`src/rtl/led_pwm_fader.sv`:
```
// led_pwm_fader: per-channel PWM LED driver whose brightness ramps toward the target pattern.
module led_pwm_fader #(
  parameter int OUT_WIDTH = 8,
  parameter int PWM_BITS  = 8,
  parameter int RAMP_DIV  = 1024
) (
  input  logic                 aclk,
  input  logic                 arstn,
  input  logic                 enable,
  input  logic [OUT_WIDTH-1:0] led_in,
  output logic [OUT_WIDTH-1:0] led,
  output logic                 pwm_wrap,
  output logic                 settled
);
  localparam int PW = RAMP_DIV > 1 ? $clog2(RAMP_DIV) : 1;
  localparam logic [PWM_BITS-1:0] MAX = '1;
  localparam logic [PW-1:0] LAST = PW'(RAMP_DIV - 1);
  logic [PW-1:0] presc;
  logic [PWM_BITS-1:0] pwm_cnt;
  logic [OUT_WIDTH-1:0][PWM_BITS-1:0] bright, bright_nxt;
  logic [OUT_WIDTH-1:0] led_nxt, at_tgt;
  logic ramp_tick;
  assign ramp_tick = enable && presc == LAST;
  always_comb begin
    bright_nxt = bright;
    led_nxt = '0;
    at_tgt = '0;
    for (int i = 0; i < OUT_WIDTH; i++) begin
      if (ramp_tick)
        bright_nxt[i] = led_in[i] ? (bright[i] == MAX ? bright[i] : bright[i] + PWM_BITS'(1))
                                  : (bright[i] == '0 ? bright[i] : bright[i] - PWM_BITS'(1));
      led_nxt[i] = enable & ((bright[i] == MAX) | (bright[i] > pwm_cnt));
      at_tgt[i] = bright[i] == (led_in[i] ? MAX : '0);
    end
  end
  always_ff @(posedge aclk or negedge arstn) begin
    if (!arstn) begin
      presc <= '0;
      pwm_cnt <= '0;
      bright <= '0;
      led <= '0;
      pwm_wrap <= 1'b0;
      settled <= 1'b0;
    end else begin
      presc <= (!enable || ramp_tick) ? '0 : presc + PW'(1);
      pwm_cnt <= enable ? pwm_cnt + PWM_BITS'(1) : '0;
      pwm_wrap <= enable && pwm_cnt == MAX;
      bright <= bright_nxt;
      led <= led_nxt;
      settled <= &at_tgt;
    end
  end
endmodule

```
`config.mk`:
```
export PLATFORM = sky130hd
export DESIGN_NAME = led_pwm_fader
export DESIGN_NICKNAME = d
export VERILOG_FILES = /design/src/rtl/led_pwm_fader.sv
export SDC_FILE = /design/constraint.sdc
export NUM_CORES = 1
export LEC_CHECK = 0
export CORE_ASPECT_RATIO = 0.8
export CORE_UTILIZATION = 40
export CTS_BUF_LIST = sky130_fd_sc_hd__clkbuf_4 sky130_fd_sc_hd__clkbuf_8
export DETAILED_ROUTE_END_ITERATION = 16
export PLACE_DENSITY_LB_ADDON = 0.25
export SYNTH_ARGS = -nofsm -noshare
export SYNTH_HDL_FRONTEND = slang
export SYNTH_SLANG_ARGS = --single-unit
```
`constraint.sdc`:
```
create_clock -name aclk -period 4 [get_ports aclk]
set_input_delay 1.2 -clock aclk [delete_from_list [all_inputs] [get_ports aclk]]
set_output_delay 1.2 -clock aclk [all_outputs]
set_load 0.02 [all_outputs]
```
-- After elaboration in Yosys (flattened, before gate mapping)
Cells that the tools add are included.
- add/sub/neg operators: 18
- magnitude comparators: 8
- equality and inequality tests: 34
- mux-type cells: 34
- bitwise gates (word level): 16
- reduce and logical (&&, ||, !) cells: 21
- operators with widths (kind ; number):
    $mux W8 ; 33
    $add A8 B1 Y8 const B ; 9
    $eq A8 B8 Y1 const B ; 9
    $eq A8 B8 Y1 ; 8
    $gt A8 B8 Y1 ; 8
    $logic_not A8 Y1 ; 8
    $sub A8 B1 Y8 const B ; 8
    $ne A2 B2 Y1 const B ; 16
    $reduce_and A3 Y1 ; 8
    $add A10 B1 Y10 const B ; 1
    $eq A10 B10 Y1 const B ; 1
    $mux W10 ; 1
    $and A1 B1 Y1 ; 8
    $or A1 B1 Y1 ; 8
    $reduce_and A8 Y1 ; 1
    $logic_and A1 B1 Y1 ; 2
    $logic_not A1 Y1 ; 1
    $logic_or A1 B1 Y1 ; 1
- flip-flop bits (word level): 92
- bits of input ports: 11
- word-level logic and storage cells: 144

-- Depth between registers and ports, before layout
Gate-level depths: netlist of the first run.
- depth after elaboration: 4
- depth in mapped cells: 8
- gate-level depth less buffers: 8

-- Worst setup path after synthesis of the first run
OpenSTA, ideal clock, no wires.
- kind: input to register
- start: in led_in[0]
- end: reg bright[7] (netlist bit)
- setup time: 79 ps
- arrival time: 3013 ps
- data required time: 3921 ps
- slack: 908 ps
- stages on the path: 8
- cells stage by stage: inv_1 ha_1 and2_4 a221o_1 a221oi_2 mux2_2 nor2_1 xor2_1
- cells in the longest elaborated chain, start to end: 2
- elaborated cells on any way between the ends: 4
- ends and longest elaborated chain (element ; RTL line ; RTL):
    start, declared ; 10 ; input logic [OUT_WIDTH-1:0] led_in,
    $ne A2 B2 Y1 (no source line) ; -- ;
    $reduce_and A3 Y1 (no source line) ; -- ;
    end signal, assigned ; 48 ; bright <= bright_nxt;
    end, declared ; 20 ; logic [OUT_WIDTH-1:0][PWM_BITS-1:0] bright, bright_nxt;
Parallel ways exist; a longest one is shown, timed or not.
A chain may end at the register's enable or synchronous reset.

-- Worst setup path in the final report of the first run
Ends and elaborated chain as after synthesis.

==> summary.txt, run 1 <==
Synth
  – Post-synth EDFFs: 0
  – Syn_nets: 891
  – Synthesized area: 7596 um^2
  – YS warnings: 0
  – Seq cells post-synth: 92
  – Yosys cell types: 49
  – Top cells by count, synth: 114 x ha_1, 92 x dfrtp_1, 58 x a21oi_1, 58 x xnor2_1, 56 x nor2_1
  – Ranking of synthesized cells by area: dfrtp_1 30%, ha_1 19%, xnor2_1 6.7%
  – Post-synth top area share: 0.3031
  – Synth Flop Type: dfrtp_1
  – Seq/Total Area, Yosys: 0.3031
  – Cell with the most instances after synthesis: ha_1
  – Post-synthesis cell count: 758
  – Top cell type by total area after synthesis: dfrtp_1
  – Synth Area per Inst: 10.02 um^2
  – Post-synth ARST share: 1.000

Timing
  – Final Hold Vio Count: 0
  – Fin crit period: 3.304 ns
  – FMAX: 302.6 MHz
  – Setup TNS: 0 ns
  – Fin. max-slew vios: 0
  – Slew of the pin with the lowest slew margin: 0.7493 ns
  – Final setup skew: 0.01556 ns
  – Unrepaired setup endpoints after global routing: false
  – Setup violators final: 0
  – Slew headroom: 0.5005
  – Fin crit share: 0.8261

Detailed routing
  – Avg WL per Cell: 16.64 um
  – WL final: 17430 um
  – Top Metal Used: met4
  – Via-per-instance ratio: 5.380
  – Drc violations: 0
  – Initial DRT Pass Iterations: 5
  – Routed length on met3: 875 um
  – Via count: 5638
  – Routed met1 length: 9149 um
  – Met2 wire length: 7149 um
  – Initial drt markers: 365
  – Detail Route Antenna Nets: 0

Die
  – Starting Density: 0.4131
  – Core ar.: 18390 um^2
  – Die Ht: 125.3 um
  – Die width: 156.1 um
  – I/O pins: 21
  – Row count: 44
  – Die ar.: 19550 um^2

Global routing
  – Initial antenna violation count: 0
  – Vias in the first global route: 5454
  – First-pass GRT wire length: 29240 um
  – Grt ovf: 0
  – Tot GR Track Use: 0.1916
  – Largest net degree at the start of global routing: 59

Run status
  – Outcome: finished, final reports clean

Critical path
  – Crit-path max FO: 7
  – Worst Path Required: 4.31 ns
  – Worst EP arrival: 3.62 ns
  – Startpoint types: primary input
  – WS Path Type: in -> reg
  – Worst Setup End Kind: flop

Placement
  – Detailed Place HPWL: 12760 um
  – Dpl cells: 1032
  – GP Congestion: 0.9042
  – Port bufs: 20

Clocking
  – CTS tree: yes
  – PostCTS Resize Cnt: 0
  – Num CTS Buffers: 9
  – Cts hold-fix bufs: 0
  – # clock sinks: 92
  – Root buffer cell: clkbuf_8
  – Post-CTS Setup Bufs: 0
  – Clock latency on the worst-skew pair: 0.40 ns
  – CTS HTree Levels: 3
  – Clk buf depth: 2
  – Reg clk slew, reported paths: 0.10 ns

Power and ir drop
  – Leak Pwr: 4.042 nW
  – Power Density: 227.5 nW/um^2
  – Power Total: 1.895 mW
  – Max VDD drop: 0.0001398 V

Final layout
  – Finished Layout Cells: 1048
  – Multi-input logic area: 5132 um^2
  – Final Util: 0.4530
  – # fillers: 1793
  – Area Growth Syn to Fin: 9.669%
  – Share of cells above drive strength 1: 0.1170
  – Register Area: 2302 um^2
  – # diodes: 0
  – Final Net Count: 923

Job
  – Max_cap viols: 0

Min path
  – Tightest Hold Check Type: reg -> reg
flip-flops by register name (all words and copies together), names as in the netlist:
name and count:
pwm_wrap 1, bright 64, pwm_cnt 8, led 8, presc 10, settled 1
logic make-up (layout without fill, tap and decap cells):
kind of cell / after synthesis / in the layout / share of synthesized area
DFF: 92 / 92 / 0.3031
xor gates and xnor gates: 70 / 70 / 0.08071
muxes: 48 / 48 / 0.08022
AOI/OAI and AO/OA: 188 / 188 / 0.1706
and+or+nand+nor: 196 / 196 / 0.1352
buffers and inverters: 42 / 79 / 0.02125
adders and majority gates: 122 / 122 / 0.2089
layer usage:
metal,GRT usage,vias up
li1,-,2861
met1,0.2884,2667
met2,0.2721,90
met3,0.04194,20
met4,0.05190,0
met5,0,-
worst max-delay path, cell delays in order:
cell and delay [ns]:
clkdlybuf4s50_1 0.48, inv_1 0.14, ha_1 0.37, and2_4 0.18, a221o_1 0.34, a221oi_2 0.29, mux2_2 0.36, nor2_1 0.11
xor2_1 0.15
worst paths after layout:
| kind | start | endpoint | slack [ns] | cells after the start |
|---|---|---|---|---|
| worst min-delay path | presc[0]$_DFF_PN0_ | presc[0]$_DFF_PN0_ | 0.50 | 1 |
| worst max-delay path | led_in[0] | bright[7]$_DFFE_PN0P_ | 0.70 | 9 |
| worst min register to register | presc[0]$_DFF_PN0_ | presc[0]$_DFF_PN0_ | 0.50 | 1 |
| min in group asynchronous | arstn | presc[9]$_DFF_PN0_ | 0.75 | 1 |
| max in group asynchronous | arstn | bright[7]$_DFFE_PN0P_ | 2.54 | 2 |
| worst max register to register | bright[4]$_DFFE_PN0P_ | bright[7]$_DFFE_PN0P_ | 1.72 | 7 |
cell usage in the layout (no fill, tap or decap), types with 4 or more instances in the layout:
master and instances:
a21o_1 35, a21oi_1 58, a21oi_2 4, a21oi_4 8, a31o_2 4, and2_1 8, and3_1 4, buf_4 5
clkbuf_8 10, clkdlybuf4s50_1 19, dfrtp_1 92, fa_1 8, ha_1 114, inv_1 38, mux2_2 23, mux2_4 20
mux2i_1 5, nand2_1 28, nand2b_1 8, nand3_1 13, nand4_1 45, nor2_1 56, nor2b_1 9, nor4_1 6
o21a_1 8, o21ai_0 34, o21ai_2 4, o21bai_1 15, or4_1 8, xnor2_1 58, xor2_1 12
power breakdown:
| group | switching, mW | total [mW] | internal [mW] |
|---|---|---|---|
| clock | 0.372 | 0.630 | 0.258 |
| sequential | 0.0116 | 0.955 | 0.944 |
| combinational | 0.179 | 0.310 | 0.131 |
| total | 0.563 | 1.90 | 1.33 |
per-stage QoR:
| step | hold slack, ns | worst slack (ns) | area [um^2] |
|---|---|---|---|
| after floorplan | 0.4552 | 0.9082 | 7596 |
| after global placement | 0.4853 | 0.3295 | 8142 |
| after detailed placement | 0.4858 | 0.3069 | 8142 |
| after CTS | 0.4999 | 0.7216 | 8330 |
| after global routing | 0.5429 | 0.5539 | 8330 |
| final | 0.5030 | 0.6955 | 8330 |
layout make-up:
cell class	count	area share
flip-flops and latches	92	0.2764
inverters	38	0.01712
multi-input cells	624	0.6161
well taps	253	0.03800
clock inverters	5	0.005257
repair buffers	25	0.02974
clock buffers	11	0.01742
Power figures use the tool's default switching activity.
==> inputs of run 2 (changes only) <==
clock period = 2.69 ns   (was 4 ns; I/O delays follow)
==> run 2 against run 1 <==
Clock skew is 0.00081 ns lower. Power rose by 68%. Critical path depth increased by 1. Sequential power rose by 49%. Flip-flop and latch count unchanged. Critical endpoint is now bright[46]$_DFFE_PN0P_.
==> summary.txt, run 2 (synthesis results as in run 1) <==
Final layout
  – # diodes: 0
  – Final Net Count: 1035
  – Area Growth Syn to Fin: 22.52%
  – Top reg by flops: bright
  – Most frequent cells in the layout: 117 x buf_4, 112 x ha_1, 92 x dfrtp_1
  – Biggest regs: bright (64), presc (10)
  – # fillers: 1753
  – Commonest non-fill, non-tap cell in the layout: buf_4
  – Final Util: 0.5061
  – Largest register FFs: 64
  – Share of cells above drive strength 1: 0.2459

Timing
  – FMAX: 382.9 MHz
  – Fin. max-slew vios: 0
  – Final Hold Vio Count: 0
  – Slew of the pin with the lowest slew margin: 0.5751 ns
  – Setup violators final: 0
  – Fin crit period: 2.612 ns
  – Fin crit share: 0.9708
  – Unrepaired setup endpoints after global routing: false
  – Slew headroom: 0.6166
  – Final setup skew: 0.01475 ns

Die
  – Starting Density: 0.4131
  – I/O pins: 21
  – Die Ht: 125.3 um
  – Core ar.: 18390 um^2
  – Die width: 156.1 um
  – Die ar.: 19550 um^2
  – Row count: 44

Global routing
  – Met1 track demand over resource: 0.2928
  – First-pass GRT wire length: 31180 um
  – GR Util met3: 0.04749
  – Grt ovf: 0
  – Initial antenna violation count: 2
  – Vias in the first global route: 5999
  – Largest net degree at the start of global routing: 43
  – Tot GR Track Use: 0.2038
  – GRT met2 Usage: 0.3104
  – GR peak layer: met2

Critical path
  – CP max stage cell: clkdlybuf4s50_1
  – Startpoint types: primary input
  – Worst Setup End Kind: flop
  – Crit-path max FO: 7
  – Crit-path max cell delay: 0.49 ns
  – Worst EP arrival: 2.90 ns
  – Worst Path Required: 2.98 ns
  – WS Path Type: in -> reg
  – Critical Path, Cell by Cell: clkdlybuf4s50_1 -> inv_2 -> buf_4 -> fa_1 -> a21o_1 -> a21oi_2 -> o21bai_1 -> a21oi_1 -> xnor2_1 -> mux2_4

Detailed routing
  – WL final: 18390 um
  – Avg WL per Cell: 15.85 um
  – Detail Route Antenna Nets: 0
  – Via count: 6072
  – Via-per-instance ratio: 5.234
  – Initial drt markers: 265
  – Initial DRT Pass Iterations: 6
  – Drc violations: 0

Power and ir drop
  – Max VDD drop: 0.0002429 V
  – Power Density: 341.1 nW/um^2
  – Power Total: 3.175 mW
  – Leak Pwr: 4.607 nW

Clocking
  – # clock sinks: 92
  – Root buffer cell: clkbuf_8
  – Clk buf depth: 2
  – Num CTS Buffers: 9
  – CTS HTree Levels: 3
  – CTS tree: yes
  – Reg clk slew, reported paths: 0.09 ns
  – Clock latency on the worst-skew pair: 0.40 ns

Run status
  – Outcome: finished, final reports clean

Placement
  – GP Congestion: 0.8430
  – Port bufs: 20
  – Detailed Place HPWL: 13990 um

Min path
  – Tightest Hold Check Type: in -> async

Job
  – Max_cap viols: 0
run 2: critical path, delay by kind of cell:
kind | cells | cell delay [ns]
buf+inv | 3 | 0.73
compound gates | 4 | 0.60
fa+ha+maj | 1 | 0.44
mux | 1 | 0.25
xor+xnor | 1 | 0.08
run 2: final timing paths:
path	start	to	slack, ns	cells past startpoint
worst min register to register	presc[0]$_DFF_PN0_	presc[0]$_DFF_PN0_	0.49	1
worst min-delay path	arstn	bright[44]$_DFFE_PN0P_	0.33	1
worst max-delay path	led_in[5]	bright[46]$_DFFE_PN0P_	0.08	10
min in group aclk	presc[0]$_DFF_PN0_	presc[0]$_DFF_PN0_	0.49	1
max in group asynchronous	arstn	bright[12]$_DFFE_PN0P_	1.70	2
worst max register to register	bright[5]$_DFFE_PN0P_	bright[7]$_DFFE_PN0P_	0.49	7
run 2: final cells by class:
| cell class | instances | area [um^2] | share of cell area |
|---|---|---|---|
| Clock buffer | 9 | 123.9 | 0.01331 |
| Timing Repair Buffer | 137 | 1087 | 0.1168 |
| Inverter | 38 | 146.4 | 0.01573 |
| Sequential cell | 92 | 2302 | 0.2474 |
| Clock inverter | 7 | 125.1 | 0.01344 |
| Tap cell | 253 | 316.6 | 0.03401 |
| Multi-Input combinational cell | 624 | 5205 | 0.5593 |
run 2: per-stage QoR:
step / instances / hold WS (ns) / setup WS [ns] / cell area, um^2 / TNS (ns)
final: 1160 / 0.3327 / 0.07846 / 9306 / 0
after global routing: 1160 / 0.3472 / 0.005078 / 9306 / 0
after CTS: 1159 / 0.3411 / 0.009441 / 9266 / 0
after detailed placement: 1143 / 0.4821 / -0.5885 / 9004 / -11.22
after global placement: 1143 / 0.4844 / -0.5178 / 9004 / -10.48
after floorplan: 758 / 0.4552 / 0.01352 / 7625 / 0
run 2: where the power goes:
part | total [mW] | switching (mW) | internal, mW
Combinational | 0.561 | 0.285 | 0.276
Sequential | 1.42 | 0.0158 | 1.40
Clock | 1.19 | 0.571 | 0.623
Total | 3.17 | 0.872 | 2.30
run 2: what timing repair did:
item                       in CTS  in global routing
gates resized for setup         6                 12
pin swaps                       0                  5
buffers inserted                0                  1
setup endpoints to repair       6                 16
hold buffers                    0                  0
run 2: layer usage:
metal,routed length [um],up-vias
li1,-,3092
met1,9458,2888
met2,7970,71
met3,751,19
met4,194,2
met5,13,-
==> inputs of run 3 (changes only) <==
CAP_MARGIN = 15   (was default)
==> results of run 3 <==
Final layout, timing and power as in run 2 (identical DEF).
